**src/rtl/mem_stage_lsu_if.sv**
```systemverilog
// Data-memory bus between the memory stage (master) and data memory (slave).
// The request side is held stable from the first request cycle until DM_READY.
interface mem_stage_lsu_if;
    logic        DM_REQ;
    logic        DM_WE;
    logic [31:0] DM_ADDR;
    logic [31:0] DM_WDATA;
    logic [3:0]  DM_BE;
    logic        DM_READY;
    logic [31:0] DM_RDATA;

    modport master (
        output DM_REQ, DM_WE, DM_ADDR, DM_WDATA, DM_BE,
        input  DM_READY, DM_RDATA
    );

    modport slave (
        input  DM_REQ, DM_WE, DM_ADDR, DM_WDATA, DM_BE,
        output DM_READY, DM_RDATA
    );
endinterface

```
**src/rtl/mem_stage_lsu.sv**
```systemverilog
// Memory-access stage: issues loads/stores on the data bus, stalls upstream while
// a transfer is outstanding, and registers results and exceptions for MEM_WB.
//
// state | meaning
// IDLE  | accepting; non-memory ops and misaligned ops retire in one cycle
// BUSY  | request outstanding, waiting for DM_READY or timeout
// DRAIN | flushed while outstanding; finish the bus cycle, discard the result
module mem_stage_lsu #(
    parameter int TIMEOUT = 16
) (
    input  logic        clk,
    input  logic        rst_n,
    input  logic        EX_VALID,
    input  logic [31:0] EX_ALU_RES,
    input  logic [31:0] EX_STORE_DATA,
    input  logic        EX_MEM_RD,
    input  logic        EX_MEM_WR,
    input  logic [1:0]  EX_SIZE,
    input  logic        EX_UNSIGNED,
    input  logic        EX_NEXT_PC,
    input  logic        EX_RF_D_SEL,
    input  logic        FLUSH,
    mem_stage_lsu_if.master dm,
    output logic        MEM_STALL,
    output logic        MEM_VALID,
    output logic [31:0] MEM_ALU_RES,
    output logic [31:0] MEM_DM_Q,
    output logic        MEM_NEXT_PC,
    output logic        MEM_RF_D_SEL,
    output logic        MEM_EXC,
    output logic [1:0]  MEM_EXC_CAUSE
);

    localparam int CW = (TIMEOUT > 1) ? $clog2(TIMEOUT) : 1;
    localparam logic [CW-1:0] CNT_LAST = CW'(TIMEOUT - 1);

    localparam logic [1:0] CAUSE_NONE = 2'b00;
    localparam logic [1:0] CAUSE_MISAL = 2'b01;
    localparam logic [1:0] CAUSE_TMO = 2'b10;

    typedef enum logic [1:0] {
        S_IDLE  = 2'd0,
        S_BUSY  = 2'd1,
        S_DRAIN = 2'd2
    } state_t;

    state_t r_state;
    state_t w_state_nxt;

    logic [CW-1:0] r_cnt;
    logic [31:0]   r_addr;
    logic [1:0]    r_size;
    logic          r_rd;
    logic          r_uns;
    logic          r_npc;
    logic          r_rfsel;

    logic          r_dm_req;
    logic          r_dm_we;
    logic [31:0]   r_dm_addr;
    logic [31:0]   r_dm_wdata;
    logic [3:0]    r_dm_be;

    logic          w_is_mem;
    logic          w_misal;
    logic          w_start;
    logic          w_hit;
    logic          w_busyish;
    logic [1:0]    w_lane;
    logic [3:0]    w_be;
    logic [31:0]   w_wdata;
    logic [31:0]   w_shifted;
    logic [31:0]   w_load;

    logic          w_issue;
    logic          w_drop;
    logic          w_valid_nxt;
    logic          w_exc_nxt;
    logic [1:0]    w_cause_nxt;
    logic [31:0]   w_alu_nxt;
    logic [31:0]   w_q_nxt;
    logic          w_npc_nxt;
    logic          w_rfsel_nxt;

    assign w_lane    = EX_ALU_RES[1:0];
    assign w_is_mem  = EX_MEM_RD | EX_MEM_WR;
    assign w_misal   = ((EX_SIZE == 2'b01) && EX_ALU_RES[0]) ||
                       (EX_SIZE[1] && (EX_ALU_RES[1:0] != 2'b00));
    assign w_start   = EX_VALID & w_is_mem & ~w_misal & ~FLUSH;
    assign w_hit     = (r_cnt == CNT_LAST);
    assign w_busyish = (r_state == S_BUSY) || (r_state == S_DRAIN);

    assign MEM_STALL = ((r_state == S_IDLE) & w_start) |
                       (w_busyish & ~dm.DM_READY & ~w_hit);

    assign dm.DM_REQ   = r_dm_req;
    assign dm.DM_WE    = r_dm_we;
    assign dm.DM_ADDR  = r_dm_addr;
    assign dm.DM_WDATA = r_dm_wdata;
    assign dm.DM_BE    = r_dm_be;

    // Loads always enable all four lanes; the lane select happens on return.
    always_comb begin
        w_be    = 4'b1111;
        w_wdata = 32'h0;
        if (EX_MEM_WR) begin
            case (EX_SIZE)
                2'b00: begin
                    w_be    = 4'b0001 << w_lane;
                    w_wdata = {4{EX_STORE_DATA[7:0]}};
                end
                2'b01: begin
                    w_be    = 4'b0011 << w_lane;
                    w_wdata = {2{EX_STORE_DATA[15:0]}};
                end
                default: begin
                    w_be    = 4'b1111;
                    w_wdata = EX_STORE_DATA;
                end
            endcase
        end
    end

    assign w_shifted = dm.DM_RDATA >> {r_addr[1:0], 3'b000};

    always_comb begin
        case (r_size)
            2'b00:   w_load = r_uns ? {24'h0, w_shifted[7:0]}
                                    : {{24{w_shifted[7]}}, w_shifted[7:0]};
            2'b01:   w_load = r_uns ? {16'h0, w_shifted[15:0]}
                                    : {{16{w_shifted[15]}}, w_shifted[15:0]};
            default: w_load = w_shifted;
        endcase
    end

    always_ff @(posedge clk or negedge rst_n) begin
        if (!rst_n) r_state <= S_IDLE;
        else        r_state <= w_state_nxt;
    end

    always_comb begin
        w_state_nxt = r_state;
        w_issue     = 1'b0;
        w_drop      = 1'b0;
        w_valid_nxt = 1'b0;
        w_exc_nxt   = 1'b0;
        w_cause_nxt = CAUSE_NONE;
        w_alu_nxt   = r_addr;
        w_q_nxt     = 32'h0;
        w_npc_nxt   = r_npc;
        w_rfsel_nxt = r_rfsel;
        case (r_state)
            S_IDLE: begin
                if (EX_VALID && !FLUSH) begin
                    if (!w_is_mem || w_misal) begin
                        w_valid_nxt = 1'b1;
                        w_alu_nxt   = EX_ALU_RES;
                        w_npc_nxt   = EX_NEXT_PC;
                        w_rfsel_nxt = EX_RF_D_SEL;
                        if (w_is_mem) begin
                            w_exc_nxt   = 1'b1;
                            w_cause_nxt = CAUSE_MISAL;
                        end
                    end else begin
                        w_issue     = 1'b1;
                        w_state_nxt = S_BUSY;
                    end
                end
            end
            S_BUSY: begin
                if (dm.DM_READY) begin
                    w_state_nxt = S_IDLE;
                    w_drop      = 1'b1;
                    if (!FLUSH) begin
                        w_valid_nxt = 1'b1;
                        w_q_nxt     = r_rd ? w_load : 32'h0;
                    end
                end else if (FLUSH) begin
                    // A flush on the last allowed cycle has nothing left to drain.
                    if (w_hit) begin
                        w_state_nxt = S_IDLE;
                        w_drop      = 1'b1;
                    end else begin
                        w_state_nxt = S_DRAIN;
                    end
                end else if (w_hit) begin
                    w_state_nxt = S_IDLE;
                    w_drop      = 1'b1;
                    w_valid_nxt = 1'b1;
                    w_exc_nxt   = 1'b1;
                    w_cause_nxt = CAUSE_TMO;
                end
            end
            S_DRAIN: begin
                if (dm.DM_READY || w_hit) begin
                    w_state_nxt = S_IDLE;
                    w_drop      = 1'b1;
                end
            end
            default: w_state_nxt = S_IDLE;
        endcase
    end

    always_ff @(posedge clk or negedge rst_n) begin
        if (!rst_n) begin
            r_cnt <= '0;
        end else if (w_issue) begin
            r_cnt <= '0;
        end else if (w_busyish && !w_hit) begin
            r_cnt <= r_cnt + 1'b1;
        end
    end

    always_ff @(posedge clk or negedge rst_n) begin
        if (!rst_n) begin
            r_addr     <= 32'h0;
            r_size     <= 2'b00;
            r_rd       <= 1'b0;
            r_uns      <= 1'b0;
            r_npc      <= 1'b0;
            r_rfsel    <= 1'b0;
            r_dm_req   <= 1'b0;
            r_dm_we    <= 1'b0;
            r_dm_addr  <= 32'h0;
            r_dm_wdata <= 32'h0;
            r_dm_be    <= 4'h0;
        end else if (w_issue) begin
            r_addr     <= EX_ALU_RES;
            r_size     <= EX_SIZE;
            r_rd       <= EX_MEM_RD;
            r_uns      <= EX_UNSIGNED;
            r_npc      <= EX_NEXT_PC;
            r_rfsel    <= EX_RF_D_SEL;
            r_dm_req   <= 1'b1;
            r_dm_we    <= EX_MEM_WR;
            r_dm_addr  <= {EX_ALU_RES[31:2], 2'b00};
            r_dm_wdata <= w_wdata;
            r_dm_be    <= w_be;
        end else if (w_drop) begin
            r_dm_req   <= 1'b0;
            r_dm_we    <= 1'b0;
        end
    end

    // Valid/exception are per-cycle pulses; the data fields hold between results.
    always_ff @(posedge clk or negedge rst_n) begin
        if (!rst_n) begin
            MEM_VALID     <= 1'b0;
            MEM_EXC       <= 1'b0;
            MEM_EXC_CAUSE <= CAUSE_NONE;
            MEM_ALU_RES   <= 32'h0;
            MEM_DM_Q      <= 32'h0;
            MEM_NEXT_PC   <= 1'b0;
            MEM_RF_D_SEL  <= 1'b0;
        end else begin
            MEM_VALID     <= w_valid_nxt;
            MEM_EXC       <= w_exc_nxt;
            MEM_EXC_CAUSE <= w_cause_nxt;
            if (w_valid_nxt) begin
                MEM_ALU_RES  <= w_alu_nxt;
                MEM_DM_Q     <= w_q_nxt;
                MEM_NEXT_PC  <= w_npc_nxt;
                MEM_RF_D_SEL <= w_rfsel_nxt;
            end
        end
    end

endmodule

```
**src/flat_wrapper.sv**
```systemverilog
// flat-port wrapper written by rule: the top's interface ports become plain ports
module mem_stage_lsu_flat 
#(
    parameter int TIMEOUT = 16
)
  (clk, rst_n, EX_VALID, EX_ALU_RES, EX_STORE_DATA, EX_MEM_RD, EX_MEM_WR, EX_SIZE, EX_UNSIGNED, EX_NEXT_PC, EX_RF_D_SEL, FLUSH, MEM_STALL, MEM_VALID, MEM_ALU_RES, MEM_DM_Q, MEM_NEXT_PC, MEM_RF_D_SEL, MEM_EXC, MEM_EXC_CAUSE, dm_DM_REQ, dm_DM_WE, dm_DM_ADDR, dm_DM_WDATA, dm_DM_BE, dm_DM_READY, dm_DM_RDATA);
  mem_stage_lsu_if dm_i ();
  input  logic clk;
  input  logic rst_n;
  input  logic EX_VALID;
  input  logic [31:0] EX_ALU_RES;
  input  logic [31:0] EX_STORE_DATA;
  input  logic EX_MEM_RD;
  input  logic EX_MEM_WR;
  input  logic [1:0] EX_SIZE;
  input  logic EX_UNSIGNED;
  input  logic EX_NEXT_PC;
  input  logic EX_RF_D_SEL;
  input  logic FLUSH;
  output logic MEM_STALL;
  output logic MEM_VALID;
  output logic [31:0] MEM_ALU_RES;
  output logic [31:0] MEM_DM_Q;
  output logic MEM_NEXT_PC;
  output logic MEM_RF_D_SEL;
  output logic MEM_EXC;
  output logic [1:0] MEM_EXC_CAUSE;
  output wire logic [$bits(dm_i.DM_REQ)-1:0] dm_DM_REQ;
  output wire logic [$bits(dm_i.DM_WE)-1:0] dm_DM_WE;
  output wire logic [$bits(dm_i.DM_ADDR)-1:0] dm_DM_ADDR;
  output wire logic [$bits(dm_i.DM_WDATA)-1:0] dm_DM_WDATA;
  output wire logic [$bits(dm_i.DM_BE)-1:0] dm_DM_BE;
  input wire logic [$bits(dm_i.DM_READY)-1:0] dm_DM_READY;
  input wire logic [$bits(dm_i.DM_RDATA)-1:0] dm_DM_RDATA;
  assign dm_DM_REQ = dm_i.DM_REQ;
  assign dm_DM_WE = dm_i.DM_WE;
  assign dm_DM_ADDR = dm_i.DM_ADDR;
  assign dm_DM_WDATA = dm_i.DM_WDATA;
  assign dm_DM_BE = dm_i.DM_BE;
  assign dm_i.DM_READY = dm_DM_READY;
  assign dm_i.DM_RDATA = dm_DM_RDATA;
  mem_stage_lsu #(.TIMEOUT(TIMEOUT)) u_core (.clk(clk), .rst_n(rst_n), .EX_VALID(EX_VALID), .EX_ALU_RES(EX_ALU_RES), .EX_STORE_DATA(EX_STORE_DATA), .EX_MEM_RD(EX_MEM_RD), .EX_MEM_WR(EX_MEM_WR), .EX_SIZE(EX_SIZE), .EX_UNSIGNED(EX_UNSIGNED), .EX_NEXT_PC(EX_NEXT_PC), .EX_RF_D_SEL(EX_RF_D_SEL), .FLUSH(FLUSH), .dm(dm_i), .MEM_STALL(MEM_STALL), .MEM_VALID(MEM_VALID), .MEM_ALU_RES(MEM_ALU_RES), .MEM_DM_Q(MEM_DM_Q), .MEM_NEXT_PC(MEM_NEXT_PC), .MEM_RF_D_SEL(MEM_RF_D_SEL), .MEM_EXC(MEM_EXC), .MEM_EXC_CAUSE(MEM_EXC_CAUSE));
endmodule
```
**config.mk**
```make
export PLATFORM = sky130hd
export DESIGN_NAME = mem_stage_lsu_flat
export DESIGN_NICKNAME = d
export VERILOG_FILES = /design/src/rtl/mem_stage_lsu_if.sv /design/src/rtl/mem_stage_lsu.sv /design/src/flat_wrapper.sv
export SDC_FILE = /design/constraint.sdc
export NUM_CORES = 1
export LEC_CHECK = 0
export ABC_AREA = 1
export BUFFER_PORTS_ARGS = -buffer_cell sky130_fd_sc_hd__buf_4
export CAP_MARGIN = 40
export CORE_UTILIZATION = 30
export DETAILED_ROUTE_END_ITERATION = 10
export GPL_ROUTABILITY_DRIVEN = 0
export GPL_TIMING_DRIVEN = 0
export MAX_ROUTING_LAYER = met4
export PLACE_DENSITY = 0.55
export SKIP_LAST_GASP = 1
export SLEW_MARGIN = 20
export SYNTH_ARGS = -nofsm -noshare
export SYNTH_HDL_FRONTEND = slang
export SYNTH_SLANG_ARGS = --single-unit
```
**constraint.sdc**
```tcl
create_clock -name clk -period 1.7 [get_ports clk]
set_clock_uncertainty 0.05 [all_clocks]
set_input_delay 0.085 -clock clk [delete_from_list [all_inputs] [get_ports clk]]
set_output_delay 0.085 -clock clk [all_outputs]
set_load 0.05 [all_outputs]
```
# Word level (Yosys, flattened, before mapping)
# Index checks and enable logic that the tools add are counted.
# totals
regBits	182
latchBits	0
ram_bits	0
rom_bits	0
input_bits	108
out_inout_bits	141
elab_cells	121
n_memories	0
# op_classes
n_addsub	1
n_mul	0
div	0
order_cmp	0
n_eq_ne	9
n_shift	3
muxes	58
n_bitwise	12
reduce_logical	18
# ops
operator	count
32-bit 2-to-1 mux	10
32-bit one-hot mux with 2 select lines	2
32-bit by 5-bit right shift with 32-bit output	1
1-bit 2-to-1 mux	25
2-bit 2-to-1 mux	12
4-bit 2-to-1 mux	3
4-bit one-hot mux with 2 select lines	1
1-bit bitwise AND	6
2-bit by 1-bit == test with 1-bit output, second input constant	3
2-bit logical NOT	3
2-bit != test, second input constant	3
1-bit one-hot mux with 2 select lines	3
2-bit one-hot mux with 3 select lines	1
2-bit nonzero test	3
4-bit by 1-bit adder with 4-bit output, second input constant	1
4-bit == test, second input constant	1
1-bit logical AND	4
1-bit logical OR	4
4-bit by 3-bit != test with 1-bit output, second input constant	1
1-bit NOT	4
2-bit one-hot mux with 2 select lines	1
4-bit AND reduction	1
1-bit by 2-bit left shift with 4-bit output, first input constant	1
2-bit by 2-bit left shift with 4-bit output, first input constant	1
other kinds (3)	6

# Longest topological paths before layout
# depth
depth_word	8
depth_mapped	10
depth_no_buf	8

# Least setup slack after synthesis
# OpenSTA, ideal clock, no wires.
# synth_timing
kind	flip-flop to output port
start	register u_core.r_cnt[0]
end	output port MEM_STALL
arrival_time_ps	1972
t_required_ps	1565
path_slack_ps	-407
stages_incl_launch_ff	5
path_buffers	0
cell_sequence	dfrtp_1 -> ha_1 -> nand3_1 -> nand2_1 -> o21ai_0
# synth_between
elab_chain_len	4
# synth_rtl
element	line_no	rtl
start, declared	mem_stage_lsu.sv:50	logic [CW-1:0] r_cnt;
start signal, assigned	mem_stage_lsu.sv:210	r_cnt <= r_cnt + 1'b1;
4-bit == test	mem_stage_lsu.sv:90	assign w_hit = (r_cnt == CNT_LAST);
1-bit NOT	mem_stage_lsu.sv:94	(w_busyish & ~dm.DM_READY & ~w_hit);
1-bit bitwise AND	mem_stage_lsu.sv:94	
1-bit OR	mem_stage_lsu.sv:93	assign MEM_STALL = ((r_state == S_IDLE) & w_start) |
end, declared	flat_wrapper.sv:20	output logic MEM_STALL;
# Every way passes these cells.

# Worst setup path in the final report
# layout_timing
start	register u_core.r_state[1]
end	output port MEM_STALL
# layout_between
elab_chain_len	5
elab_cells_between_ends	8
cone_classes	eq/ne (2); bitwise (4); reduce/logical (2)
# layout_rtl
element	line_no	rtl
start, declared	mem_stage_lsu.sv:47	state_t r_state;
start signal, assigned	mem_stage_lsu.sv:138	else r_state <= w_state_nxt;
2-bit by 1-bit == test with 1-bit output / 2-bit == test (equally long branches)	mem_stage_lsu.sv:91	assign w_busyish = (r_state == S_BUSY) || (r_state == S_DRAIN);
1-bit logical OR	mem_stage_lsu.sv:91	
1-bit bitwise AND (2 in series)	mem_stage_lsu.sv:94	
1-bit OR (*)	mem_stage_lsu.sv:93	
# Every way passes the cells marked *; elsewhere a longest branch is shown, timed or not.

==> impl_metrics.ini <==
[finish]
num_antenna_cells = 0
post_route_cells_drive_above_1_share_pct = 29.48
multi_input_comb_area_um2 = 3115
final_cells = 1697
fillCellCount = 2506
utilization_pct = 46.40
ff_latch_area_um2 = 3804
final_nets = 1466
area_growth_syn_to_layout_pct = 51.17

[sta]
rsz0062_at_grt = yes
layout_setup_ws_ns = -0.1402
timing.final.max_slew_violations = 0
min_period_over_period_pct = 108.2
worst-slew-pin-transition_ns = 0.6723
setup_viol = 54
maxClockFrequency_mhz = 543.4
report.final.hold_viol_count = 0
slew_headroom_pct = 55.18
finalCriticalPeriod_ns = 1.840

[clock_network]
cts.sink_count = 152
tritoncts.num_buffers = 17
clk_latency_ns = 0.42
clkSlewWorstSetupHoldPaths_ns = 0.06
clock_tree.root_cell = clkbuf_16
htreeDepth = 4
ctsLongestPathBuffers = 2
cts_tree = built

[synth]
syn_inst = 1005
ys_seq_area_share_pct = 49.07
synth.lib_cells_used.distinct = 28
ys_warn_count = 0
synth_area_um2 = 7751
ys_seq_elements = 152
syn_avg_cell_area_um2 = 7.713

[setup_path]
timing.reg2reg.worst_path_depth = 11
regToRegStartpoint = u_core.r_state[1]$_DFFE_PN0P_
crit_path_max_fanout = 4
crit_path_start_kind = register
reg2reg_setup_slack_ns = -0.05
r2r_end = u_core.MEM_RF_D_SEL$_DFFE_PN0P_
worst-endpoint-required_ns = 1.56
worst-endpoint-arrival_ns = 1.71
setup.worst_path.end_class = primary output
critPathKind = register to primary output

[route]
route.vias.total = 7944
drt.antenna.violating_nets = 0
wl_met1_um = 12530
routed-wl-met2_um = 12680
drt-initial-drc-count = 477
top_metal_used = met4
drt-vias-per-instance = 4.681
drc_errors = 0
routed_wl_um = 27550
dr.pass1.iters = 5
routed-wl-met3_um = 1854
routed_wire_length_per_instance_um = 16.23

[place]
buffer_ports.inserted = 246
dpl_worst_slack_ns = -0.5692
dp.cells = 1583
dp_hpwl_um = 19900

[die]
die_w_um = 162.7
boundaryPins = 249
design.core.area_um2 = 25250
die_area_um2 = 26480
rows = 58
initial_utilization_pct = 30.69
die_y_extent_um = 162.7

[global_route]
grt.overflow.total = 0
grt.total_usage_pct = 21.68
antenna_found_initial = 0
grt_max_degree = 84
grt_first_pass_wirelength_um = 42920
grt_pass1_vias = 7845

[hold_path]
hold_path_end = u_core.dm.DM_WDATA[29]$_DFFE_PN0P_
number_of_cells_on_the_worst_hold_path = 3
worstHoldStart = EX_STORE_DATA[29]
timing.hold.worst.class = input pin to register

[power_and_ir_drop]
cellPowerDensity_nw_per_um2 = 1978
static-leakage-power_nw = 6.240
peakVddDrop_mv = 1.094

[status]
run_status = finished with violations
failing_checks = setup timing

[run]
max_cap_viol_count = 0
-- state kept, by name (all words and copies together) (netlist names), 2 cells and up --
register              count
u_core.MEM_DM_Q          32
u_core.MEM_ALU_RES       32
u_core.r_addr            31
u_core.r_state            2
u_core.r_cnt              4
u_core.MEM_EXC_CAUSE      2
u_core.r_size             2
u_core.dm.DM_BE           4
u_core.dm.DM_WDATA       32
-- metrics by stage --
step                power, mW  instance area, µm²  hold slack, ns  TNS [ns]
finish                  23.18               11720        0.009633   -0.9538
global route            24.54               11720         0.03973    -10.56
CTS                     23.15               11610      0.00008099    -4.745
detailed placement      18.62               10050         0.08086    -42.20
global placement        18.54               10020          0.2448   -101.81
floorplan               14.69                7760         -0.2606         0
-- worst max-delay path, stage by stage (launching register included) --
cell     delay, ns
dfrtp_1       0.40
inv_2         0.08
ha_4          0.15
nand3_4       0.09
nor2_4        0.14
inv_2         0.07
buf_8         0.12
o21ai_2       0.05
buf_6         0.17
-- power by group --
group | switching (mW) | internal [mW] | total (mW)
logic | 8.81 | 4.23 | 13.0
registers | 0.949 | 5.14 | 6.09
clock network | 1.68 | 2.38 | 4.06
total | 11.4 | 11.7 | 23.2
-- routing by layer --
| layer | GRT usage, % | up-vias |
|---|---|---|
| met5 | - | - |
| met1 | 28.38 | 3710 |
| met3 | 4.354 | 33 |
| met2 | 33.38 | 286 |
| li1 | - | 3915 |
| met4 | 7.264 | 0 |
-- Yosys cell counts, drive strengths merged --
cell | instances | area [µm²]
xnor2 | 1 | 8.760
nor3 | 2 | 10.01
clkinv | 2 | 7.510
nand4 | 2 | 12.51
ha | 4 | 50.05
xor2 | 1 | 8.760
nand3 | 182 | 938.4
a21oi | 18 | 90.09
o211ai | 1 | 7.510
buf | 76 | 485.5
conb | 1 | 3.750
o21ai | 118 | 594.3
dfrtp | 152 | 3804
or2 | 2 | 12.51
clkbuf | 19 | 71.32
o221ai | 8 | 70.07
nor2 | 17 | 71.32
inv | 99 | 371.6
nand2 | 300 | 1134
-- cells in the final DEF, fill, tap and decap left out, types with 3 or more instances in the layout --
cell type      Yosys  layout
nand3_4            1       5
clkbuf_4           0       3
o221ai_1           8       8
nand3_1          178     175
inv_1             95      91
buf_1              4       4
buf_4             44     304
o21ai_1           29      29
clkbuf_1          19       9
clkbuf_16          0      17
o21ai_0           88      87
inv_2              4       7
bufinv_16          0       3
buf_6              0      10
nor2_1            16      15
nand2_2            3       5
dlygate4sd3_1      0      73
a21oi_1           18      17
clkbuf_2           0       7
nand2_1          297     293
inv_6              0       4
buf_2             28      10
dfrtp_1          152     152
-- how the worst max path moves through the flow --
| stage | startpoint | slack, ns | endpoint |
|---|---|---|---|
| 6_report | u_core.r_state[1]$_DFFE_PN0P_ | -0.14 | MEM_STALL |
| 4_1_cts | u_core.r_state[1]$_DFFE_PN0P_ | -0.16 | MEM_STALL |
| 3_3_place_gp | u_core.r_cnt[0]$_DFFE_PN0P_ | -0.60 | u_core.MEM_ALU_RES[23]$_DFFE_PN0P_ |
| 5_1_grt | u_core.r_state[1]$_DFFE_PN0P_ | -0.24 | MEM_STALL |
| 2_1_floorplan | u_core.r_cnt[0]$_DFFE_PN0P_ | 0.01 | u_core.MEM_ALU_RES[19]$_DFFE_PN0P_ |
| 3_5_place_dp | u_core.r_cnt[0]$_DFFE_PN0P_ | -0.57 | u_core.MEM_ALU_RES[25]$_DFFE_PN0P_ |
-- final cells by class --
class                      instances  area share, %
buffer                            95          5.990
clock buffer                      20          3.812
clock inverter                    12          1.409
inverter                         101          3.310
multi-input combinational        658          26.59
sequential                       152          32.46
tap                              330          3.524
timing repair buffer             329          22.90
-- what timing repair did --
action                                 CTS  global route
pin swaps                                3             1
hold buffers                            73             0
endpoints found under the hold margin  189             0
setup buffers                            7             2
gates resized for setup                 48            46
setup endpoints to repair              144           126
-- cell families after synthesis --
family                     Yosys count  share of synthesized area [%]
AOI/OAI and AO/OA                  145                          9.831
xor gates and xnor gates             2                         0.2260
adders and majority gates            4                         0.6457
buffers and inverters              196                          12.07
DFF                                152                          49.07
other                                1                        0.04838
and+or+nand+nor                    505                          28.10
(Power assumes the default switching activity.)
